--- config.mk ---
export PLATFORM = sky130hd
export DESIGN_NAME = uart_lite_slave
export DESIGN_NICKNAME = d
export VERILOG_FILES = /design/src/rtl/uart_lite_slave.sv
export SDC_FILE = /design/constraint.sdc
export NUM_CORES = 1
export LEC_CHECK = 0
export CAP_MARGIN = 10
export CORE_MARGIN = 3
export CORE_UTILIZATION = 54
export DETAILED_ROUTE_END_ITERATION = 8
export PLACE_DENSITY = 0.76
export REMOVE_ABC_BUFFERS = 1
export SETUP_SLACK_MARGIN = 0.15
export SLEW_MARGIN = 25
export SYNTH_ARGS = -nofsm -noshare
export SYNTH_HDL_FRONTEND = slang
export SYNTH_SLANG_ARGS = --single-unit
--- constraint.sdc ---
create_clock -name CLK -period 3.45 [get_ports CLK]
set_clock_uncertainty 0.1 [all_clocks]
set_input_delay 0.69 -clock CLK [delete_from_list [all_inputs] [get_ports CLK]]
set_output_delay 0.69 -clock CLK [all_outputs]
set_load 0.02 [all_outputs]
--- src/rtl/uart_lite_slave.sv ---
// AXI4-Lite UART-Lite responder: RX/TX byte FIFOs, 8N1 transmitter and receiver,
// STAT/CTRL registers and a one-cycle interrupt pulse.

module uart_lite_fifo #(
   parameter int DEPTH = 16,
   parameter int WIDTH = 8
) (
   input  logic             clk,
   input  logic             rst,
   input  logic             flush,
   input  logic             push,
   input  logic             pop,
   input  logic [WIDTH-1:0] din,
   output logic [WIDTH-1:0] dout,
   output logic             empty,
   output logic             full
);
   localparam int AW = $clog2(DEPTH);

   logic [WIDTH-1:0] mem [DEPTH];
   logic [AW-1:0]    wr_ptr_r;
   logic [AW-1:0]    rd_ptr_r;
   logic [AW:0]      count_r;
   logic             do_push;
   logic             do_pop;

   assign empty   = (count_r == (AW+1)'(0));
   assign full    = (count_r == (AW+1)'(DEPTH));
   assign do_push = push & ~full;
   assign do_pop  = pop & ~empty;
   assign dout    = mem[rd_ptr_r];

   always_ff @(posedge clk or posedge rst) begin
      if (rst) begin
         wr_ptr_r <= AW'(0);
         rd_ptr_r <= AW'(0);
         count_r  <= (AW+1)'(0);
      end else if (flush) begin
         wr_ptr_r <= AW'(0);
         rd_ptr_r <= AW'(0);
         count_r  <= (AW+1)'(0);
      end else begin
         if (do_push) wr_ptr_r <= wr_ptr_r + AW'(1);
         if (do_pop)  rd_ptr_r <= rd_ptr_r + AW'(1);
         case ({do_push, do_pop})
            2'b10:   count_r <= count_r + (AW+1)'(1);
            2'b01:   count_r <= count_r - (AW+1)'(1);
            default: count_r <= count_r;
         endcase
      end
   end

   // Storage carries no reset; reads of an empty FIFO are masked by the user.
   always_ff @(posedge clk) begin
      if (do_push && !flush) mem[wr_ptr_r] <= din;
   end
endmodule

module uart_lite_slave #(
   parameter int CLKS_PER_BIT = 868,
   parameter int FIFO_DEPTH   = 16
) (
   input  logic        CLK,
   input  logic        RST,
   input  logic [3:0]  ARADDR,
   input  logic        ARVALID,
   output logic        ARREADY,
   output logic [31:0] RDATA,
   output logic [1:0]  RRESP,
   output logic        RVALID,
   input  logic        RREADY,
   input  logic [3:0]  AWADDR,
   input  logic        AWVALID,
   output logic        AWREADY,
   input  logic [31:0] WDATA,
   input  logic [3:0]  WSTRB,
   input  logic        WVALID,
   output logic        WREADY,
   output logic [1:0]  BRESP,
   output logic        BVALID,
   input  logic        BREADY,
   output logic        TXD,
   input  logic        RXD,
   output logic        INTERRUPT
);
   localparam int CW = $clog2(CLKS_PER_BIT);
   localparam logic [CW-1:0] BIT_LAST  = CW'(CLKS_PER_BIT - 1);
   localparam logic [CW-1:0] HALF_LAST = CW'(CLKS_PER_BIT / 2 - 1);

   typedef enum logic [1:0] {TX_IDLE, TX_START, TX_DATA, TX_STOP} tx_state_t;
   typedef enum logic [1:0] {RX_IDLE, RX_START, RX_DATA, RX_STOP} rx_state_t;

   logic        rvalid_r, bvalid_r, aw_held_r, w_held_r, wstrb0_r;
   logic [31:0] rdata_r, rd_mux, stat;
   logic [1:0]  awaddr_r;
   logic [7:0]  wdata_r;
   logic        intr_en_r, ovr_r, ferr_r, intr_r, rx_empty_d_r, tx_empty_d_r;
   logic        ar_hs, stat_rd, wr_exec, ctrl_wr;
   logic        tx_push, tx_pop, tx_flush, tx_empty, tx_full;
   logic        rx_push, rx_pop, rx_flush, rx_empty, rx_full;
   logic [7:0]  tx_dout, rx_dout;
   logic        unused_bits;

   tx_state_t   tx_state_r, tx_state_n;
   logic [CW-1:0] tx_cnt_r, tx_cnt_n;
   logic [2:0]  tx_bit_r, tx_bit_n;
   logic [7:0]  tx_sh_r, tx_sh_n;
   logic        txd_r, txd_n;

   rx_state_t   rx_state_r, rx_state_n;
   logic [CW-1:0] rx_cnt_r, rx_cnt_n;
   logic [2:0]  rx_bit_r, rx_bit_n;
   logic [7:0]  rx_sh_r, rx_sh_n;
   logic [1:0]  rx_sync_r;
   logic        rx_prev_r, rx_in, set_ovr, set_ferr;

   assign unused_bits = ^{ARADDR[1:0], AWADDR[1:0], WDATA[31:8], WSTRB[3:1]};

   assign ARREADY   = ~rvalid_r;
   assign RVALID    = rvalid_r;
   assign RDATA     = rdata_r;
   assign RRESP     = 2'b00;
   assign AWREADY   = ~aw_held_r & ~bvalid_r;
   assign WREADY    = ~w_held_r & ~bvalid_r;
   assign BVALID    = bvalid_r;
   assign BRESP     = 2'b00;
   assign TXD       = txd_r;
   assign INTERRUPT = intr_r;

   assign ar_hs    = ARVALID & ~rvalid_r;
   assign stat_rd  = ar_hs & (ARADDR[3:2] == 2'b10);
   assign rx_pop   = ar_hs & (ARADDR[3:2] == 2'b00);
   assign wr_exec  = aw_held_r & w_held_r;
   assign tx_push  = wr_exec & wstrb0_r & (awaddr_r == 2'b01);
   assign ctrl_wr  = wr_exec & wstrb0_r & (awaddr_r == 2'b11);
   assign tx_flush = ctrl_wr & wdata_r[0];
   assign rx_flush = ctrl_wr & wdata_r[1];
   assign rx_in    = rx_sync_r[1];
   assign stat     = {25'd0, ferr_r, ovr_r, intr_en_r, tx_full, tx_empty, rx_full, ~rx_empty};

   uart_lite_fifo #(.DEPTH(FIFO_DEPTH), .WIDTH(8)) u_tx_fifo (
      .clk(CLK), .rst(RST), .flush(tx_flush), .push(tx_push), .pop(tx_pop),
      .din(wdata_r), .dout(tx_dout), .empty(tx_empty), .full(tx_full)
   );

   uart_lite_fifo #(.DEPTH(FIFO_DEPTH), .WIDTH(8)) u_rx_fifo (
      .clk(CLK), .rst(RST), .flush(rx_flush), .push(rx_push), .pop(rx_pop),
      .din(rx_sh_r), .dout(rx_dout), .empty(rx_empty), .full(rx_full)
   );

   always_comb begin
      rd_mux = 32'd0;
      case (ARADDR[3:2])
         2'b00:   rd_mux = {24'd0, rx_empty ? 8'd0 : rx_dout};
         2'b10:   rd_mux = stat;
         default: rd_mux = 32'd0;
      endcase
   end

   // AXI read/write channels, control register and sticky error flags.
   always_ff @(posedge CLK or posedge RST) begin
      if (RST) begin
         rvalid_r  <= 1'b0;
         rdata_r   <= 32'd0;
         aw_held_r <= 1'b0;
         w_held_r  <= 1'b0;
         awaddr_r  <= 2'b00;
         wdata_r   <= 8'd0;
         wstrb0_r  <= 1'b0;
         bvalid_r  <= 1'b0;
         intr_en_r <= 1'b0;
         ovr_r     <= 1'b0;
         ferr_r    <= 1'b0;
      end else begin
         if (ar_hs) begin
            rvalid_r <= 1'b1;
            rdata_r  <= rd_mux;
         end else if (rvalid_r && RREADY) begin
            rvalid_r <= 1'b0;
         end
         if (wr_exec) begin
            aw_held_r <= 1'b0;
            w_held_r  <= 1'b0;
            bvalid_r  <= 1'b1;
         end else begin
            if (AWVALID && AWREADY) begin
               aw_held_r <= 1'b1;
               awaddr_r  <= AWADDR[3:2];
            end
            if (WVALID && WREADY) begin
               w_held_r <= 1'b1;
               wdata_r  <= WDATA[7:0];
               wstrb0_r <= WSTRB[0];
            end
            if (bvalid_r && BREADY) bvalid_r <= 1'b0;
         end
         if (ctrl_wr) intr_en_r <= wdata_r[4];
         // A new error in the same cycle as a STAT read must survive the clear.
         ovr_r  <= set_ovr | (ovr_r & ~stat_rd);
         ferr_r <= set_ferr | (ferr_r & ~stat_rd);
      end
   end

   always_ff @(posedge CLK or posedge RST) begin
      if (RST) begin
         rx_empty_d_r <= 1'b1;
         tx_empty_d_r <= 1'b1;
         intr_r       <= 1'b0;
      end else begin
         rx_empty_d_r <= rx_empty;
         tx_empty_d_r <= tx_empty;
         intr_r       <= intr_en_r & ((rx_empty_d_r & ~rx_empty) | (~tx_empty_d_r & tx_empty));
      end
   end

   always_comb begin
      tx_state_n = tx_state_r;
      tx_cnt_n   = tx_cnt_r + CW'(1);
      tx_bit_n   = tx_bit_r;
      tx_sh_n    = tx_sh_r;
      txd_n      = txd_r;
      tx_pop     = 1'b0;
      case (tx_state_r)
         TX_IDLE: begin
            tx_cnt_n = CW'(0);
            txd_n    = 1'b1;
            if (!tx_empty) begin
               tx_pop     = 1'b1;
               tx_sh_n    = tx_dout;
               txd_n      = 1'b0;
               tx_state_n = TX_START;
            end else begin
               tx_state_n = TX_IDLE;
            end
         end
         TX_START: begin
            if (tx_cnt_r == BIT_LAST) begin
               tx_cnt_n   = CW'(0);
               tx_bit_n   = 3'd0;
               txd_n      = tx_sh_r[0];
               tx_state_n = TX_DATA;
            end else begin
               tx_state_n = TX_START;
            end
         end
         TX_DATA: begin
            if (tx_cnt_r == BIT_LAST) begin
               tx_cnt_n = CW'(0);
               if (tx_bit_r == 3'd7) begin
                  txd_n      = 1'b1;
                  tx_state_n = TX_STOP;
               end else begin
                  tx_bit_n = tx_bit_r + 3'd1;
                  tx_sh_n  = {1'b0, tx_sh_r[7:1]};
                  txd_n    = tx_sh_r[1];
               end
            end else begin
               tx_state_n = TX_DATA;
            end
         end
         TX_STOP: begin
            if (tx_cnt_r == BIT_LAST) begin
               tx_cnt_n = CW'(0);
               // Chain straight into the next start bit when more data waits.
               if (!tx_empty) begin
                  tx_pop     = 1'b1;
                  tx_sh_n    = tx_dout;
                  txd_n      = 1'b0;
                  tx_state_n = TX_START;
               end else begin
                  tx_state_n = TX_IDLE;
               end
            end else begin
               tx_state_n = TX_STOP;
            end
         end
         default: begin
            tx_state_n = TX_IDLE;
            txd_n      = 1'b1;
         end
      endcase
   end

   always_ff @(posedge CLK or posedge RST) begin
      if (RST) begin
         tx_state_r <= TX_IDLE;
         tx_cnt_r   <= CW'(0);
         tx_bit_r   <= 3'd0;
         tx_sh_r    <= 8'd0;
         txd_r      <= 1'b1;
      end else begin
         tx_state_r <= tx_state_n;
         tx_cnt_r   <= tx_cnt_n;
         tx_bit_r   <= tx_bit_n;
         tx_sh_r    <= tx_sh_n;
         txd_r      <= txd_n;
      end
   end

   always_comb begin
      rx_state_n = rx_state_r;
      rx_cnt_n   = rx_cnt_r + CW'(1);
      rx_bit_n   = rx_bit_r;
      rx_sh_n    = rx_sh_r;
      rx_push    = 1'b0;
      set_ovr    = 1'b0;
      set_ferr   = 1'b0;
      case (rx_state_r)
         RX_IDLE: begin
            rx_cnt_n = CW'(0);
            if (rx_prev_r && !rx_in) rx_state_n = RX_START;
            else                     rx_state_n = RX_IDLE;
         end
         RX_START: begin
            if (rx_cnt_r == HALF_LAST) begin
               rx_cnt_n   = CW'(0);
               rx_bit_n   = 3'd0;
               rx_state_n = rx_in ? RX_IDLE : RX_DATA;
            end else begin
               rx_state_n = RX_START;
            end
         end
         RX_DATA: begin
            if (rx_cnt_r == BIT_LAST) begin
               rx_cnt_n = CW'(0);
               rx_sh_n  = {rx_in, rx_sh_r[7:1]};
               if (rx_bit_r == 3'd7) rx_state_n = RX_STOP;
               else                  rx_bit_n   = rx_bit_r + 3'd1;
            end else begin
               rx_state_n = RX_DATA;
            end
         end
         RX_STOP: begin
            if (rx_cnt_r == BIT_LAST) begin
               rx_state_n = RX_IDLE;
               if (!rx_in)       set_ferr = 1'b1;
               else if (rx_full) set_ovr  = 1'b1;
               else              rx_push  = 1'b1;
            end else begin
               rx_state_n = RX_STOP;
            end
         end
         default: rx_state_n = RX_IDLE;
      endcase
   end

   always_ff @(posedge CLK or posedge RST) begin
      if (RST) begin
         rx_sync_r  <= 2'b11;
         rx_prev_r  <= 1'b1;
         rx_state_r <= RX_IDLE;
         rx_cnt_r   <= CW'(0);
         rx_bit_r   <= 3'd0;
         rx_sh_r    <= 8'd0;
      end else begin
         rx_sync_r  <= {rx_sync_r[0], RXD};
         rx_prev_r  <= rx_in;
         rx_state_r <= rx_state_n;
         rx_cnt_r   <= rx_cnt_n;
         rx_bit_r   <= rx_bit_n;
         rx_sh_r    <= rx_sh_n;
      end
   end
endmodule

==> out/metrics.yaml <==
end_kind: "flip-flop"
floorplan.die.width_um: 175.0
hold_viol: 0
die-area_um2: 30630
syn_area_um2: 15430
drive_gt1_frac: 0.1763
diodes: 0
io_buffers: 35
synthFlopType: "edfxtp_1"
finish.utilization: 0.6256
rrSetupSlack_ns: 0.35
rsz0062_at_grt: "true"
root_buffer: "clkbuf_16"
yosys.area.top_type: "edfxtp_1"
tns_ns: 0
drc: 0
reg2reg_depth: 6
worst_path_max_delay_cell: "nor4b_1"
crit_chain: "ha_1 > and4bb_2 > and4_1 > nand2_1 > nor4b_1 > and2_1"
clkTransAtPathRegs_ns: 0.06
postRouteAntennaNets: 0
cts_hold_buf: 0
num_vias: 8652
vdd_drop_max_uv: 459.0
nFillCells: 1986
cts_setup_buffers: 0
die_y_um: 175.0
hold_path_class: "reg2reg"
nNetsFinal: 1145
cts.htree.levels: 2
cp.arrival_ns: 3.17
synth-edff-count: 256
dp_hpwl_mm: 20.48
holdWs_ns: 0.2558
grt_max_degree: 58
ys_ff_latch: 361
placementRows: 61
fin_crit_sh: 0.8997
start_kind: "flip-flop"
post-synth-top-area-fraction: 0.4983
place_ws_ns: -0.07732
grt_remaining_overflow: 0
drv_cap: 0
wirelength_mm: 31.65
synthToLayoutAreaGrowth_pct: 13.28
required_ns: 3.51
drt_iter0_drc: 782
initial_core_util: 0.5523
drv_slew: 0
wl_per_cell_um: 21.49
max-slew-margin-rel: 0.3393
clockBufferDepth: 3
drtPass1Iterations: 5
cp_num_cells: 6
io_pins: 95
via_per_inst: 5.874
cp_top_family: "simple AND/OR/NAND/NOR gates"
fin_crit_ns: 3.104
critPathKind: "reg2reg"
grt_pass1_vias: 8701
power_density_nw_per_um2: 691.2
grt_antenna_before_repair: 0
clock_latency_ns: 0.53
setup_ws_ns: 0.3460
cts_tree: "done"
regArea_um2: 10320
setup-violations-final: 0
power.leakage_nw: 6.189
gp_congestion: 0.8219
critPathMaxStageDelay_ns: 0.65
fmax_mhz: 322.2
critPathMaxFanout: 8
syn_area_per_cell_um2: 15.73
critPathBufInv: 0
grt_pass1_wl_mm: 50.31
cts_resized: 0
tightest_slew_ns: 0.9910
ys_seq_area_frac: 0.6691
hold_depth: 0
yosysWarnings: 0
synthArstFlopShare: 0.2909
synth.distinct_cells: 71
core_um2: 27930
syn_inst: 981
grt_use_total: 0.2115
total_power_mw: 12.08
multiInputGateArea_um2: 4679
synthTopCellsByArea: "edfxtp_1 50%, dfrtp_1 16%, mux4_2 6.0%"
cts-buffers-inserted: 37
cts_sinks: 361
status: "complete, no violations"
==> worst paths after layout <==
| kind | to | from |
|---|---|---|
| setup / recovery | u_rx_fifo.mem[10][0]$_DFFE_PP_ | rx_cnt_r[0]$_DFF_PP0_ |
| hold / removal | rx_sync_r[1]$_DFF_PP1_ | rx_sync_r[0]$_DFF_PP1_ |
| setup reg to reg | u_rx_fifo.mem[10][0]$_DFFE_PP_ | rx_cnt_r[0]$_DFF_PP0_ |
| hold reg to reg | rx_sync_r[1]$_DFF_PP1_ | rx_sync_r[0]$_DFF_PP1_ |
| max in group asynchronous | INTERRUPT$_DFF_PP0_ | RST |
| min in group asynchronous | rx_sh_r[7]$_DFFE_PP0P_ | RST |
==> cell type report <==
cell class                 count  area share
multi-input combinational    549      0.2678
timing repair buffer          84     0.04181
tap                          378     0.02706
clock inverter                11    0.005155
inverter                      33    0.007231
clock buffer                  57     0.06021
sequential                   361      0.5908
==> stage by stage <==
stage | area [um2] | cells
6_report | 17480 | 1473
5_1_grt | 17480 | 1473
4_1_cts | 17470 | 1473
3_5_place_dp | 16330 | 1405
3_3_place_gp | 16330 | 1405
2_1_floorplan | 15120 | 943
==> power breakdown <==
group	internal [mW]	leakage, nW	switching [mW]	total, mW
Sequential	5.23	3.36	0.776	6.01
Clock	2.13	0.551	1.63	3.76
Combinational	1.19	2.28	1.13	2.31
==> logic make-up after synthesis <==
kind of cell	synth area share
fa+ha+maj	0.02238
simple gates	0.07105
flops	0.6691
other cells	0.0002431
buf+inv	0.03439
xor+xnor	0.01760
mux	0.1233
compound gates	0.06196
==> metal layers <==
layer | wire length, um | GRT usage | vias up
met3 | 1892 | 0.03498 | 58
met5 | 0 | 0 | -
met1 | 13420 | 0.2971 | 4409
met4 | 818 | 0.06416 | 0
met2 | 15520 | 0.3451 | 274
li1 | - | - | 3911
==> Yosys cell counts (9+ instances only) <==
library cell / instances
nor2_1: 60
xnor2_1: 14
edfxtp_1: 256
buf_4: 32
clkbuf_1: 16
inv_1: 31
dfrtp_1: 99
nand2_1: 31
o21ai_0: 28
ha_1: 26
mux2i_1: 43
xor2_1: 17
mux4_2: 41
mux2_2: 30
nor3_1: 20
and2_1: 26
a21oi_1: 21
nand3_1: 16
a221oi_1: 23
a22oi_1: 12
buf_2: 9
==> registers in the layout (all words and copies together), names as in the netlist, 2 cells and up <==
register / flops
u_rx_fifo.mem: 128
u_tx_fifo.mem: 128
rx_cnt_r: 10
tx_cnt_r: 10
RDATA: 8
rx_sh_r: 8
tx_sh_r: 8
wdata_r: 8
u_rx_fifo.count_r: 5
u_tx_fifo.count_r: 5
u_rx_fifo.rd_ptr_r: 4
u_rx_fifo.wr_ptr_r: 4
u_tx_fifo.rd_ptr_r: 4
u_tx_fifo.wr_ptr_r: 4
rx_bit_r: 3
tx_bit_r: 3
awaddr_r: 2
rx_state_r: 2
rx_sync_r: 2
tx_state_r: 2
==> layout by cell type (no fill, tap or decap), types with 30 or more instances in the layout <==
cell             netlist  layout
nand2_1               31      31
mux4_2                41      41
dfrtp_1               99      97
mux2i_1               43      43
buf_4                 32      48
edfxtp_1             256     256
nor2_1                60      60
mux2_2                30      30
clkbuf_16              0      38
clkdlybuf4s50_1        0      35
inv_1                 31      30
Power figures use the tool's default switching activity.
